`src/rtl/sd_cmd_sender.sv`:
```
// sd_cmd_sender: builds an SPI-mode SD command frame with CRC7,
// streams it to the byte shifter and polls for the R1 response.
module sd_cmd_sender #(
    parameter int unsigned NCR_MAX   = 8,
    parameter logic [7:0]  FILL_BYTE = 8'hFF
) (
    input  logic        clock,
    input  logic        reset,
    input  logic        start,
    input  logic [5:0]  cmd_index,
    input  logic [31:0] cmd_arg,
    output logic        busy,
    output logic        done,
    output logic        timeout,
    output logic [7:0]  r1,
    output logic        cs_n,
    output logic        tx_valid,
    output logic [7:0]  tx_byte,
    input  logic [7:0]  rx_byte,
    input  logic        byte_done,
    input  logic        spi_idle
);

    typedef enum logic [2:0] {
        S_IDLE,
        S_CRC,
        S_WAIT_IDLE,
        S_SEND,
        S_POLL,
        S_DONE
    } state_t;

    state_t      state;
    state_t      state_nx;
    logic [5:0]  idx_q;
    logic [31:0] arg_q;
    logic [39:0] sh_q;
    logic [6:0]  crc_q;
    logic [5:0]  bit_cnt;
    logic [2:0]  byte_cnt;
    logic [7:0]  poll_cnt;
    logic [7:0]  poll_nx;
    logic [47:0] frame;
    logic [7:0]  next_byte;
    logic        crc_fb;
    logic        poll_end;

    assign frame    = {2'b01, idx_q, arg_q, crc_q, 1'b1};
    assign crc_fb   = sh_q[39] ^ crc_q[6];
    assign poll_nx  = poll_cnt + 8'd1;
    assign poll_end = !rx_byte[7] || (poll_nx == 8'(NCR_MAX));
    assign busy     = (state != S_IDLE);
    assign done     = (state == S_DONE);

    // frame byte that follows byte number byte_cnt
    always_comb begin
        next_byte = frame[7:0];
        unique case (byte_cnt)
            3'd0:    next_byte = frame[39:32];
            3'd1:    next_byte = frame[31:24];
            3'd2:    next_byte = frame[23:16];
            3'd3:    next_byte = frame[15:8];
            default: next_byte = frame[7:0];
        endcase
    end

    // state register
    always_ff @(posedge clock or posedge reset) begin
        if (reset) state <= S_IDLE;
        else       state <= state_nx;
    end

    // next-state logic
    always_comb begin
        state_nx = state;
        unique case (state)
            S_IDLE:      if (start) state_nx = S_CRC;
            S_CRC:       if (bit_cnt == 6'd39) state_nx = S_WAIT_IDLE;
            S_WAIT_IDLE: if (spi_idle) state_nx = S_SEND;
            S_SEND:      if (byte_done && byte_cnt == 3'd5) state_nx = S_POLL;
            S_POLL:      if (byte_done && poll_end) state_nx = S_DONE;
            S_DONE:      state_nx = S_IDLE;
            default:     state_nx = S_IDLE;
        endcase
    end

    // datapath: capture, serial CRC7, byte streaming and R1 capture
    always_ff @(posedge clock or posedge reset) begin
        if (reset) begin
            idx_q    <= '0;
            arg_q    <= '0;
            sh_q     <= '0;
            crc_q    <= '0;
            bit_cnt  <= '0;
            byte_cnt <= '0;
            poll_cnt <= '0;
            timeout  <= 1'b0;
            r1       <= 8'hFF;
            cs_n     <= 1'b1;
            tx_valid <= 1'b0;
            tx_byte  <= 8'hFF;
        end else begin
            unique case (state)
                S_IDLE: if (start) begin
                    idx_q   <= cmd_index;
                    arg_q   <= cmd_arg;
                    sh_q    <= {2'b01, cmd_index, cmd_arg};
                    crc_q   <= '0;
                    bit_cnt <= '0;
                    timeout <= 1'b0;
                    r1      <= 8'hFF;
                end
                S_CRC: begin
                    sh_q    <= {sh_q[38:0], 1'b0};
                    crc_q   <= {crc_q[5:0], 1'b0} ^ (crc_fb ? 7'h09 : 7'h00);
                    bit_cnt <= bit_cnt + 6'd1;
                end
                S_WAIT_IDLE: if (spi_idle) begin
                    cs_n     <= 1'b0;
                    tx_valid <= 1'b1;
                    tx_byte  <= frame[47:40];
                    byte_cnt <= '0;
                end
                S_SEND: if (byte_done) begin
                    if (byte_cnt == 3'd5) begin
                        tx_byte  <= FILL_BYTE;
                        poll_cnt <= '0;
                    end else begin
                        tx_byte  <= next_byte;
                        byte_cnt <= byte_cnt + 3'd1;
                    end
                end
                S_POLL: if (byte_done) begin
                    poll_cnt <= poll_nx;
                    if (!rx_byte[7]) begin
                        r1       <= rx_byte;
                        tx_valid <= 1'b0;
                    end else if (poll_nx == 8'(NCR_MAX)) begin
                        r1       <= 8'hFF;
                        timeout  <= 1'b1;
                        tx_valid <= 1'b0;
                    end
                end
                S_DONE:  cs_n <= 1'b1;
                default: ;
            endcase
        end
    end

endmodule

```
`config.mk`:
```
export PLATFORM = sky130hd
export DESIGN_NAME = sd_cmd_sender
export DESIGN_NICKNAME = d
export VERILOG_FILES = /design/src/rtl/sd_cmd_sender.sv
export SDC_FILE = /design/constraint.sdc
export NUM_CORES = 1
export LEC_CHECK = 0
export CAP_MARGIN = 20
export CORE_MARGIN = 4
export CORE_UTILIZATION = 40
export DETAILED_ROUTE_END_ITERATION = 16
export GPL_ROUTABILITY_DRIVEN = 1
export PLACE_DENSITY = 0.64
export SLEW_MARGIN = 20
export SYNTH_ARGS = -nofsm -noshare
export SYNTH_HDL_FRONTEND = slang
export SYNTH_SLANG_ARGS = --single-unit
```
`constraint.sdc`:
```
create_clock -name clock -period 5.1 [get_ports clock]
set_clock_uncertainty 0.05 [all_clocks]
set_input_delay 0.51 -clock clock [delete_from_list [all_inputs] [get_ports clock]]
set_output_delay 0.51 -clock clock [all_outputs]
set_load 0.05 [all_outputs]
```
==> results by group, run 1 <==
Worst hold path
  • Hold Crit Start: sh_q[27]$_DFFE_PP0P_
  • Hold Crit Depth: 2
  • Sink of the worst hold path: sh_q[27]$_DFFE_PP0P_
  • Min-Delay Path Class: reg2reg

Detailed routing
  • Avg Vias per Cell: 5.26
  • Initial DRC count: 378
  • Routed wire length per instance: 15.3 um
  • DRC: 0
  • Routed WL: 13.4 mm
  • Vias: 4635
  • 1st-pass router iterations: 5
  • Post-route ant nets: 0

CTS
  • Root Buffer: clkbuf_16
  • Worst-path clk slew: 0.05 ns
  • Post_cts resized: 0
  • Hold_buf cts: 0
  • H-tree levels: 4
  • Max Root-Sink Buffers: 2
  • CTS tree: yes
  • Clock Latency Late Sink: 0.42 ns
  • Clk sinks: 124
  • Setup Buffers After CTS: 0
  • CTS Buf Count: 17

Timing
  • Final setup fails: 0
  • Setup tns final: 0 ns
  • Hold Slack: 0.415 ns
  • Period minus WS final: 2.77 ns
  • Fin. Hold Viols: 0
  • Slew HR: 0.527
  • Worst Max-Slew Pin Slew: 0.710 ns
  • Max Slew Vio Count: 0
  • RSZ-0062 raised after global routing: false
  • Final worst path period share: 0.542
  • Achievable Freq: 361 MHz

Layout
  • Commonest non-fill, non-tap cell in the layout: nand2_1
  • Fin nets: 747
  • Most frequent cells in the layout: 232 x nand2_1, 107 x dfrtp_1, 71 x clkdlybuf4s50_1
  • Fraction of layout cells with a size suffix above 1: 0.0956
  • Fill cells: 1290
  • Area growth syn-to-layout: 25.6%
  • Finished Cell Area: 7110 um2
  • Antenna Cells: 0

Run
  • Max-Cap Viols: 0

Worst setup path
  • Slowest stage delay, CP: 0.82 ns
  • Crit-path max FO: 20
  • Crit-path cells: and3b_1 -> clkdlybuf4s50_1
  • Worst reg2reg path endpoint: sh_q[14]$_DFFE_PP0P_
  • Worst Path Arrival: 2.21 ns
  • Crit. End Element: output port
  • R2R Setup Slk: 2.61 ns
  • R2R Path Start: state[2]$_DFFE_PP0P_
  • Critical path origin: state[2]$_DFFE_PP0P_
  • Startpoint Class: flip-flop
  • Max stage delay cell, worst path: clkdlybuf4s50_1
  • Cells on worst reg2reg path: 5
  • Req. time, crit path: 4.54 ns
  • Worst Setup Path Type: reg2out

Synth
  • Number of flops mapped to enable cells by yosys: 0
  • Primary FF master, synth: dfrtp_1
  • YS warnings: 0
  • Yosys top cell by area: dfrtp_1
  • Synthesized cell area: 5660 um2
  • Seq/Total Area, Yosys: 0.552
  • Synthesized area per cell: 8.97 um2
  • Synth async-reset ratio: 1.00
  • Top cell type's share of synthesized area: 0.473
  • Synth Instances: 631
  • Unique cell type count in the Yosys netlist: 50
  • Yosys reg bits: 124
  • Ranking of synthesized cells by area: dfrtp_1 47%, nand2_1 15%, dfstp_2 7.9%
  • Syn_nets: 690

Floorplanning
  • CORE AREA: 13900 um2
  • Die Span X: 127 um
  • Initial Util: 0.408
  • Die H: 127 um
  • Io pins: 72
  • Rows: 43
  • Die area: 16100 um2

Place
  • DP HPWL: 9.24 mm
  • Area after DPL: 6500 um2
  • GP Congestion: 0.818
  • # port buffers: 71

Status
  • Status: completed

Global route
  • Total gr overflow: 0
  • First-pass GRT wire length: 23.0 mm
  • Antenna violations before repair: 0
  • GR Util All Layers: 0.177
  • Pin count of the biggest net entering global routing: 53
  • Vias in the first global route: 4540

Pwr
  • VDD IR max: 0.259 mV
  • Pwr Density: 625 nW/um2
  • P_leak: 3.36 nW
-- final cells by class --
type	instances	area, um2	area share
clock inverters	11	141	0.0199
flip-flops and latches	124	3120	0.439
multi-input cells	451	2330	0.327
repair buffers	78	763	0.107
well taps	180	225	0.0317
inverters	16	62.6	0.00879
clock buffers	21	470	0.0661
-- metal layers --
| layer | vias to the layer above | GRT usage | wire length (um) |
|---|---|---|---|
| li1 | 2257 | - | - |
| met1 | 2214 | 0.244 | 6220 |
| met2 | 133 | 0.268 | 6220 |
| met3 | 31 | 0.0502 | 669 |
| met4 | 0 | 0.0662 | 342 |
| met5 | - | 0 | 0 |
-- sequential cells by signal, indices dropped and copies added, names as in the netlist, 6 cells and up --
| signal | flops |
|---|---|
| crc_q | 7 |
| bit_cnt | 6 |
| arg_q | 32 |
| idx_q | 6 |
| tx_byte | 8 |
| r1 | 8 |
| poll_cnt | 8 |
| sh_q | 40 |
-- power by group --
part | leakage [nW] | total, mW | internal, mW | switching, mW
Clock | 0.295 | 1.24 | 0.803 | 0.433
Combinational | 1.53 | 1.51 | 0.540 | 0.969
Sequential | 1.54 | 1.70 | 1.41 | 0.293
-- synthesized netlist by cell type, types with 2 or more instances --
library cell and n:
o22ai_1 8, buf_2 8, o32ai_1 2, nand2b_1 5, clkbuf_1 28, buf_1 4
nor2_1 17, xnor2_1 3, o21a_1 2, dfrtp_1 107, a21oi_1 15, nand3_1 20
and3b_1 2, xor2_1 3, and3_1 3, nor3_1 2, nand2_1 232, nor3b_1 2
dfstp_2 17, inv_1 16, a31oi_1 10, and2_1 2, a22o_1 2, o21ai_0 38
nand4_1 2, o211ai_1 2, a22oi_1 49, ha_1 8
-- critical path: cells and delay by family (launching register included) --
kind                   cells  cell delay [ns]
flip-flops                 1             0.69
buffers and inverters      1             0.82
AND/OR/NAND/NOR            1             0.28
-- cells by family (layout without fill, tap and decap cells) --
group           after synthesis  count (layout)  synth area share
compound gates              141             141             0.165
simple gates                294             294             0.214
xor+xnor                      6               6           0.00928
fa+ha+maj                     8               8            0.0177
flops                       124             124             0.552
mux                           2               2           0.00376
buf+inv                      56             126            0.0389
-- through the flow --
step | total power, mW | std cells | utilization | worst slack [ns]
final | 4.44 | 881 | 0.513 | 2.33
after global placement | 3.16 | 849 | 0.468 | 2.60
after detailed placement | 3.22 | 849 | 0.468 | 2.53
after CTS | 4.47 | 881 | 0.513 | 2.32
after global routing | 4.76 | 881 | 0.513 | 2.22
after floorplan | 2.75 | 631 | - | 1.27
-- worst max-delay path by stage --
stage | end | slack, ns | depth (start not counted)
3_3_place_gp | sh_q[9]$_DFFE_PP0P_ | 2.60 | 5
6_report | done | 2.33 | 2
2_1_floorplan | arg_q[0]$_DFFE_PP0P_ | 1.27 | 1
3_5_place_dp | sh_q[14]$_DFFE_PP0P_ | 2.53 | 5
5_1_grt | done | 2.22 | 2
4_1_cts | done | 2.32 | 2
(Power assumes the default switching activity.)
==> run 2, diff against run 1 <==
--- a/config.mk
+++ b/config.mk
@@ -10,7 +10,7 @@
 export CORE_UTILIZATION = 40
 export DETAILED_ROUTE_END_ITERATION = 16
 export GPL_ROUTABILITY_DRIVEN = 1
-export PLACE_DENSITY = 0.64
+export PLACE_DENSITY = 0.66
 export SLEW_MARGIN = 20
 export SYNTH_ARGS = -nofsm -noshare
 export SYNTH_HDL_FRONTEND = slang
==> constraint.sdc (replaced) <==
create_clock -name clock -period 2.51 [get_ports clock]
set_clock_uncertainty 0.05 [all_clocks]
set_input_delay 0.251 -clock clock [delete_from_list [all_inputs] [get_ports clock]]
set_output_delay 0.251 -clock clock [all_outputs]
set_load 0.05 [all_outputs]
==> run 2 against run 1 <==
Against the previous run:
- total power increased by 100%
- via count increased by 1.5%
- routed wire length increased by 1.9%
- die area unchanged
- global-route usage increased by 0.20 points
- worst hold slack got worse by 0.18 ns
- flip-flop and latch count unchanged
- first-iteration DRC count decreased by 5.3%
- cell area increased by 0.55%
- combinational power increased by 110%
==> results by group, run 2 (synthesis gave the netlist of run 1 again) <==
Timing
  • Final setup fails: 0
  • Final worst path period share: 0.939
  • RSZ-0062 raised after global routing: false
  • Achievable Freq: 424 MHz
  • Slew HR: 0.539
  • Fin. Hold Viols: 0
  • Max Slew Vio Count: 0
  • Period minus WS final: 2.36 ns
  • Worst Max-Slew Pin Slew: 0.691 ns
  • Final WS setup: 0.154 ns
  • Setup tns final: 0 ns

Worst setup path
  • Startpoint Class: flip-flop
  • Crit-path max FO: 12
  • Crit. End Element: output port
  • Worst Path Arrival: 2.06 ns
  • Req. time, crit path: 2.21 ns
  • Worst Setup Path Type: reg2out

Layout
  • Area growth syn-to-layout: 26.3%
  • Most frequent cells in the layout: 232 x nand2_1, 106 x dfrtp_1, 71 x clkdlybuf4s50_1
  • Regs by FF count: sh_q x40, arg_q x32
  • Max reg flops: 40
  • Fill cells: 1297
  • Top reg by flops: sh_q
  • Register Area: 3130 um2
  • Fraction of layout cells with a size suffix above 1: 0.103
  • Fin nets: 754
  • Fin util: 0.515
  • Commonest non-fill, non-tap cell in the layout: nand2_1
  • Area of the multi-input gates: 2330 um2
  • Antenna Cells: 0

Global route
  • Pin count of the biggest net entering global routing: 50
  • GR Util All Layers: 0.179
  • First-pass GRT wire length: 23.2 mm
  • Total gr overflow: 0
  • Antenna violations before repair: 0
  • Vias in the first global route: 4728

Pwr
  • Sw Share: 0.385
  • Switch Pwr: 3.45 mW
  • Combinational power share: 0.354
  • Seq pwr share: 0.383
  • Clock Power Share: 0.263
  • Int Pwr: 5.50 mW
  • P_leak: 3.38 nW
  • Pwr Density: 1250 nW/um2
  • VDD IR max: 0.597 mV

CTS
  • Hold_buf cts: 0
  • Max Root-Sink Buffers: 2
  • Worst-path clk slew: 0.05 ns
  • Clock Latency Late Sink: 0.42 ns
  • CTS Buf Count: 17
  • Clk sinks: 124
  • CTS tree: yes
  • Root Buffer: clkbuf_16
  • H-tree levels: 4

Floorplanning
  • CORE AREA: 13900 um2
  • Io pins: 72
  • Die area: 16100 um2
  • Die H: 127 um
  • Initial Util: 0.408
  • Die Span X: 127 um
  • Rows: 43

Place
  • GP Congestion: 0.873
  • Post-Place Setup Slack: 0.438 ns
  • # port buffers: 71
  • DP HPWL: 9.69 mm

Detailed routing
  • 1st-pass router iterations: 6
  • Avg Vias per Cell: 5.30
  • Routed WL: 13.7 mm
  • Post-route ant nets: 0
  • Initial DRC count: 358
  • Vias: 4704
  • Routed wire length per instance: 15.4 um
  • DRC: 0

Worst hold path
  • Min-Delay Path Class: in2async

Run
  • Max-Cap Viols: 0

Status
  • Status: completed
[run 2: changes by cell type in the layout (fill, tap and decap cells not counted), moves of 2 or more]
cell,previous run,this run
buf_12,0,2
clkbuf_8,3,1
clkbuf_1,1,3
buf_4,7,12
[run 2: per-layer routing]
layer	up-vias	part of all wire	track usage	wire, um
met5	-	0	0	0
met4	0	0.021	0.0694	284
met3	26	0.054	0.0439	736
met2	143	0.48	0.288	6570
met1	2263	0.45	0.235	6110
li1	2272	-	-	-
[run 2: layout make-up]
cell class | instances | area share
Clock buffer | 21 | 0.0630
Clock inverter | 11 | 0.0168
Inverter | 16 | 0.00892
Multi-Input combinational cell | 451 | 0.325
Sequential cell | 124 | 0.437
Tap cell | 180 | 0.0315
Timing Repair Buffer | 85 | 0.118
[run 2: critical path: stages, from the launching register on]
cell	delay (ns)
dfrtp_1	0.49
nor3_1	0.32
inv_1	0.10
clkdlybuf4s50_1	0.72
[run 2: what timing repair did]
item                                    4_1_cts  5_1_grt
endpoints found under the hold margin         0        0
endpoints found under the setup margin        1        0
resized for setup                             1        0
buffers inserted                              0        0
[run 2: worst paths after layout]
path / slack [ns] / cells past startpoint / end / startpoint
setup / recovery: 0.15 / 3 / busy / state[1]$_DFFE_PP0P_
hold / removal: 0.23 / 2 / timeout$_DFFE_PP0P_ / reset
setup reg to reg: 0.49 / 7 / state[0]$_DFFE_PP0P_ / byte_cnt[1]$_DFFE_PP0P_
hold reg to reg: 0.41 / 2 / sh_q[25]$_DFFE_PP0P_ / sh_q[25]$_DFFE_PP0P_
max in group asynchronous: 1.45 / 3 / sh_q[21]$_DFFE_PP0P_ / reset
min in group clock: 0.35 / 3 / idx_q[4]$_DFFE_PP0P_ / cmd_index[4]
[run 2: power groups by stage]
stage	logic (mW)	clock network, mW	registers [mW]
2_1_floorplan	2.09	0	3.51
3_5_place_dp	3.17	0	3.46
5_1_grt	3.56	2.49	3.54
4_1_cts	3.19	2.40	3.43
6_report	3.17	2.35	3.43
3_3_place_gp	3.10	0	3.43
[run 2: metrics by stage]
stage	hold slack (ns)	cells	cell area, um2	power (mW)
after floorplan	0.306	631	5670	5.59
final	0.232	888	7150	8.95
after global placement	0.400	856	6580	6.53
after detailed placement	0.407	856	6580	6.63
after CTS	0.249	888	7150	9.02
after global routing	0.280	888	7150	9.59
